`src/rtl/bus_debug_master.sv`:
```
// bus_debug_master: UART byte-command initiator for the OUTBUS/INBUS peripheral bus.
// Define BUSDBG_WRITE_ACK_EN to return '.' after each completed write.
module bus_debug_master #(
  parameter int          READ_LATENCY   = 1,
  parameter logic [15:0] TIMEOUT_CYCLES = 16'hFFFF
) (
  input  logic       clk,
  input  logic       reset,
  input  logic [7:0] rx_data,
  input  logic       rx_valid,
  output logic [7:0] tx_data,
  output logic       tx_valid,
  input  logic       tx_ready,
  output logic       bus_req,
  input  logic       bus_grant,
  output logic [7:0] outbus_addr,
  output logic [7:0] outbus_data,
  output logic       outbus_we,
  output logic [7:0] inbus_addr,
  input  logic [7:0] inbus_data,
  output logic       inbus_re,
  output logic       busy,
  output logic       overrun
);
  typedef enum logic [2:0] {IDLE, GET_ADDR, GET_DATA, REQ, BUS_WR, BUS_RD, RD_WAIT, SEND} state_t;
  state_t      state_q, state_d;
  logic        wr_q, wr_d, overrun_q, overrun_d, tx_valid_q, tx_valid_d;
  logic        bus_req_q, bus_req_d, we_q, we_d, re_q, re_d, busy_q, busy_d;
  logic [7:0]  addr_q, addr_d, data_q, data_d, tx_data_q, tx_data_d;
  logic [7:0]  oaddr_q, oaddr_d, odata_q, odata_d, iaddr_q, iaddr_d;
  logic [15:0] tout_q, tout_d;
  logic [1:0]  lat_q, lat_d;
  logic        is_cmd;
  assign is_cmd = rx_data == 8'h57 || rx_data == 8'h52;
  always_comb begin
    state_d   = state_q;
    wr_d      = wr_q;
    addr_d    = addr_q;
    data_d    = data_q;
    tout_d    = tout_q;
    lat_d     = lat_q;
    tx_data_d = tx_data_q;
    case (state_q)
      IDLE: if (rx_valid) begin
        wr_d      = rx_data == 8'h57;
        tout_d    = '0;
        state_d   = is_cmd ? GET_ADDR : SEND;
        tx_data_d = is_cmd ? 8'h00 : 8'h3F;
      end
      GET_ADDR, GET_DATA: if (rx_valid) begin
        tout_d  = '0;
        addr_d  = state_q == GET_ADDR ? rx_data : addr_q;
        data_d  = state_q == GET_DATA ? rx_data : data_q;
        state_d = (state_q == GET_ADDR && wr_q) ? GET_DATA : REQ;
      end else if (tout_q == TIMEOUT_CYCLES - 16'd1) begin
        state_d = IDLE;
      end else begin
        tout_d = tout_q + 16'd1;
      end
      REQ: state_d = bus_grant ? (wr_q ? BUS_WR : BUS_RD) : REQ;
      BUS_WR: begin
`ifdef BUSDBG_WRITE_ACK_EN
        state_d   = SEND;
        tx_data_d = 8'h2E;
`else
        state_d = IDLE;
`endif
      end
      BUS_RD: begin
        state_d = RD_WAIT;
        lat_d   = 2'd1;
      end
      RD_WAIT: if (lat_q == 2'(READ_LATENCY)) begin
        state_d   = SEND;
        tx_data_d = inbus_data;
      end else begin
        lat_d = lat_q + 2'd1;
      end
      SEND: if (tx_ready) begin
        state_d   = IDLE;
        tx_data_d = 8'h00;
      end
      default: state_d = IDLE;
    endcase
    overrun_d  = overrun_q | (rx_valid && state_q inside {REQ, BUS_WR, BUS_RD, RD_WAIT, SEND});
    // outputs are decoded from the next state so they are flops yet track the state exactly
    tx_valid_d = state_d == SEND;
    busy_d     = state_d != IDLE;
    bus_req_d  = state_d inside {REQ, BUS_WR, BUS_RD, RD_WAIT};
    we_d       = state_d == BUS_WR;
    re_d       = state_d == BUS_RD;
    oaddr_d    = we_d ? addr_d : 8'h00;
    odata_d    = we_d ? data_d : 8'h00;
    iaddr_d    = state_d inside {BUS_RD, RD_WAIT} ? addr_d : 8'h00;
  end
  always_ff @(posedge clk or negedge reset) begin
    if (!reset) begin
      state_q    <= IDLE;
      wr_q       <= 1'b0;
      addr_q     <= '0;
      data_q     <= '0;
      tout_q     <= '0;
      lat_q      <= '0;
      tx_data_q  <= '0;
      overrun_q  <= 1'b0;
      tx_valid_q <= 1'b0;
      busy_q     <= 1'b0;
      bus_req_q  <= 1'b0;
      we_q       <= 1'b0;
      re_q       <= 1'b0;
      oaddr_q    <= '0;
      odata_q    <= '0;
      iaddr_q    <= '0;
    end else begin
      state_q    <= state_d;
      wr_q       <= wr_d;
      addr_q     <= addr_d;
      data_q     <= data_d;
      tout_q     <= tout_d;
      lat_q      <= lat_d;
      tx_data_q  <= tx_data_d;
      overrun_q  <= overrun_d;
      tx_valid_q <= tx_valid_d;
      busy_q     <= busy_d;
      bus_req_q  <= bus_req_d;
      we_q       <= we_d;
      re_q       <= re_d;
      oaddr_q    <= oaddr_d;
      odata_q    <= odata_d;
      iaddr_q    <= iaddr_d;
    end
  end
  assign tx_data     = tx_data_q;
  assign tx_valid    = tx_valid_q;
  assign bus_req     = bus_req_q;
  assign outbus_addr = oaddr_q;
  assign outbus_data = odata_q;
  assign outbus_we   = we_q;
  assign inbus_addr  = iaddr_q;
  assign inbus_re    = re_q;
  assign busy        = busy_q;
  assign overrun     = overrun_q;
endmodule

```
`config.mk`:
```
export PLATFORM = sky130hd
export DESIGN_NAME = bus_debug_master
export DESIGN_NICKNAME = d
export VERILOG_FILES = /design/src/rtl/bus_debug_master.sv
export SDC_FILE = /design/constraint.sdc
export NUM_CORES = 1
export LEC_CHECK = 0
export CORE_MARGIN = 4
export CORE_UTILIZATION = 25
export DETAILED_ROUTE_END_ITERATION = 10
export HOLD_SLACK_MARGIN = 0.12
export PLACE_DENSITY_LB_ADDON = 0.08
export SYNTH_ARGS = -nofsm -noshare
export SYNTH_HDL_FRONTEND = slang
export SYNTH_SLANG_ARGS = --single-unit
```
`constraint.sdc`:
```
create_clock -name clk -period 2.2 [get_ports clk]
set_clock_uncertainty 0.1 [all_clocks]
set_input_delay 0.66 -clock clk [delete_from_list [all_inputs] [get_ports clk]]
set_output_delay 0.66 -clock clk [all_outputs]
set_load 0.02 [all_outputs]
```
==> summary.txt <==
Synth cell types -> 66
Pin count of the biggest net entering global routing -> 34
Critical Path Fanout Max -> 9
Slew headroom -> 51.57%
Hpwl dp -> 7489 um
Most common flop cell mapped by yosys -> dfrtp_1
Register Area -> 0.001904 mm2
Starting DRC count in detailed routing -> 120
Syn Nets -> 360
Worst setup margin -> 0.06964 ns
Worst-path clk slew -> 0.06 ns
Max cap viols -> 0
Row count -> 43
Critical Path Sink -> outbus_data[4]
Routed Antenna Nets -> 0
Clk_lat worst skew -> 0.35 ns
RSZ-0062 raised after global routing -> true
# port buffers -> 58
Core area -> 0.01399 mm2
CP max stage delay -> 0.43 ns
Number of global-route vias before repair -> 3174
CP max-delay cell -> o311ai_4
CTS root buf -> clkbuf_16
P_sw -> 2353 uW
Combinational power share -> 45.6%
Endpoints failing hold -> 0
Achievable Freq -> 469.4 MHz
Antenna violations before repair -> 0
CTS H-Tree Depth -> 3
CTS tree -> yes
Ports -> 59
Final setup fails -> 0
Num CTS Buffers -> 9
Final TNS setup -> 0 ns
Via density -> 4.614
Hold_buf cts -> 0
GP Congestion -> 0.7682
WL/cell -> 15.86 um
P_leak -> 0.002365 uW
Switch share -> 34.84%
GR Util All Layers -> 13.44%
Total number of vias -> 2999
First-pass GRT wire length -> 17020 um
Tcrit/Tclk final -> 96.83%
Capturing point of the worst reg2reg path -> outbus_data[4]
Hold crit path type -> input pin to asynchronous set/reset pin
R2r startpoint -> tout_q[0]
Total Routed Length -> 10310 um
Pre-CTS WS -> -0.4994 ns
Status -> complete, no violations
Final nets -> 490
Synth warn -> 0
Chip Width -> 128.1 um
Crit-path cells -> inv_1 -> ha_2 -> nand3_2 -> or3_4 -> o311ai_4 -> nand3_4 -> buf_12 -> nor2b_1
Internal -> 4400 uW
Congestion Overflow GR -> 0
Die height -> 128.1 um
Peak supply drop -> 0.0004831 V
DRC -> 0
Fin cells -> 650
CP required -> 2.38 ns
CP endpoint kind -> flip-flop
Dpl cells -> 633
Synthesized area -> 0.003608 mm2
Avg Inst Size Synth -> 10.74 um2
FILL cells -> 1410
Ys async rst share -> 100.0%
Fin crit period -> 2.130 ns
CP arrival -> 2.31 ns
Pwr dens -> 1253 mW/mm2
EDFF count, synth -> 0
DIE AREA -> 0.01642 mm2
Ant diodes -> 0
Yosys reg bits -> 76
Sequential Power Share -> 28.8%
Reg2reg setup slack -> 0.07 ns
Slew Viols, Final -> 0
Total iterations of the first detailed-routing run -> 4
R2R cell count -> 8
Share of cells above drive strength 1 -> 28.94%
Element type at the critical path start -> flip-flop
Clock power share -> 25.6%
Gate Count Post-Synth -> 336
Sequential fraction of the synthesis area -> 52.70%
Slew @ Worst Pin -> 0.7233 ns
Clock Sinks -> 76
Setup Crit Path Kind -> flip-flop to flip-flop
Area delta synth->final -> 49.41%
Longest Clk Path Bufs -> 2
Worst setup path start -> tout_q[0]
Starting Density -> 25.80%
Multi-input logic area -> 0.001639 mm2
[repair_timing]
item | 4_1_cts | 5_1_grt
buffers inserted | 0 | 2
setup endpoints to repair | 27 | 33
endpoints found under the hold margin | 0 | 0
gates cloned | 0 | 0
pin swaps | 1 | 5
gates resized for setup | 13 | 17
[Yosys cell counts (all sizes together), types with 7 or more instances]
cell | count | share of area, %
mux2 | 8 | 2.5
dfrtp | 76 | 53
nor2b | 7 | 1.3
o21ai | 14 | 2.0
nand2 | 20 | 2.1
nand3 | 12 | 2.1
or3 | 9 | 1.7
nor2 | 37 | 3.9
mux2i | 9 | 2.5
buf | 9 | 1.8
o31ai | 7 | 1.5
a21oi | 17 | 2.4
o211ai | 10 | 2.1
and2 | 7 | 1.2
inv | 17 | 1.8
[flip-flops by register name, indices dropped and copies added, names as in the netlist]
name         flops
addr_q           8
bus_req          1
busy             1
data_q           8
inbus_addr       8
inbus_re         1
lat_q            2
outbus_addr      8
outbus_data      8
outbus_we        1
overrun          1
state_q          3
tout_q          16
tx_data          8
tx_valid         1
wr_q             1
[power by group through the flow]
stage	combinational [uW]	clock (uW)	sequential, uW
3_3_place_gp	2990	0	1970
5_1_grt	3380	1840	1990
3_5_place_dp	3010	0	1960
4_1_cts	3090	1770	1950
2_1_floorplan	1410	0	2130
6_report	3080	1730	1950
[worst min-delay path by stage]
stage                  start   endpoint  cells after the start
floorplan              reset  addr_q[0]                      0
detailed placement  lat_q[1]   lat_q[1]                      2
CTS                    reset  tout_q[9]                      1
global placement    lat_q[1]   lat_q[1]                      2
finish                 reset  tout_q[9]                      1
global route           reset       busy                      1
[logic make-up after synthesis]
kind of cell | count (synthesis) | share of synthesized area [%]
simple gates | 126 | 19.76
fa+ha+maj | 3 | 1.040
compound gates | 79 | 16.40
mux | 17 | 4.993
flops | 76 | 52.70
xor+xnor | 4 | 0.9711
buf+inv | 31 | 4.126
[area by class of cell]
type                    instances  share of cell area [%]
flip-flops and latches         76                   35.32
multi-input cells             229                   30.40
repair buffers                133                   22.60
clock buffers                  11                   4.502
well taps                     180                   4.177
clock inverters                 4                   1.810
inverters                      17                   1.184
[per-stage QoR]
step	area (um2)	power (uW)	hold slack, ns	util (%)
2_1_floorplan	3608	3536	0.2644	-
3_3_place_gp	4943	4957	0.3641	35.34
3_5_place_dp	4943	4970	0.3697	35.34
4_1_cts	5325	6817	0.1802	38.07
5_1_grt	5391	7216	0.1967	38.54
6_report	5391	6754	0.1694	38.54
[cells in the final DEF, fill, tap and decap left out, drive strengths merged, types with 3 or more instances in the layout]
| cell | instances |
|---|---|
| and2 | 7 |
| bufinv | 3 |
| buf | 76 |
| o211ai | 10 |
| inv | 17 |
| or3 | 9 |
| dlymetal6s2s | 4 |
| xor2 | 3 |
| a211oi | 4 |
| a22o | 4 |
| nand2 | 20 |
| o31ai | 7 |
| mux2i | 9 |
| nand4 | 4 |
| or4 | 4 |
| mux2 | 8 |
| a311oi | 3 |
| nor2 | 37 |
| clkdlybuf4s50 | 51 |
| o21ai | 14 |
| nor4bb | 3 |
| nor2b | 7 |
| clkbuf | 11 |
| nand3 | 12 |
| ha | 3 |
| a21oi | 17 |
| and2b | 4 |
| dfrtp | 76 |
[critical path: cells and delay by family (launching register included)]
family | cells | cell delay, ns
compound gates | 1 | 0.43
flops | 1 | 0.37
buf+inv | 2 | 0.24
fa+ha+maj | 1 | 0.17
simple gates | 4 | 0.76
[metal layers]
metal / GRT usage (%) / wire, um
met1: 16.86 / 4627
met2: 21.35 / 5041
met3: 4.125 / 419
met4: 5.868 / 221
met5: 0 / 0
(Power assumes the default switching activity.)
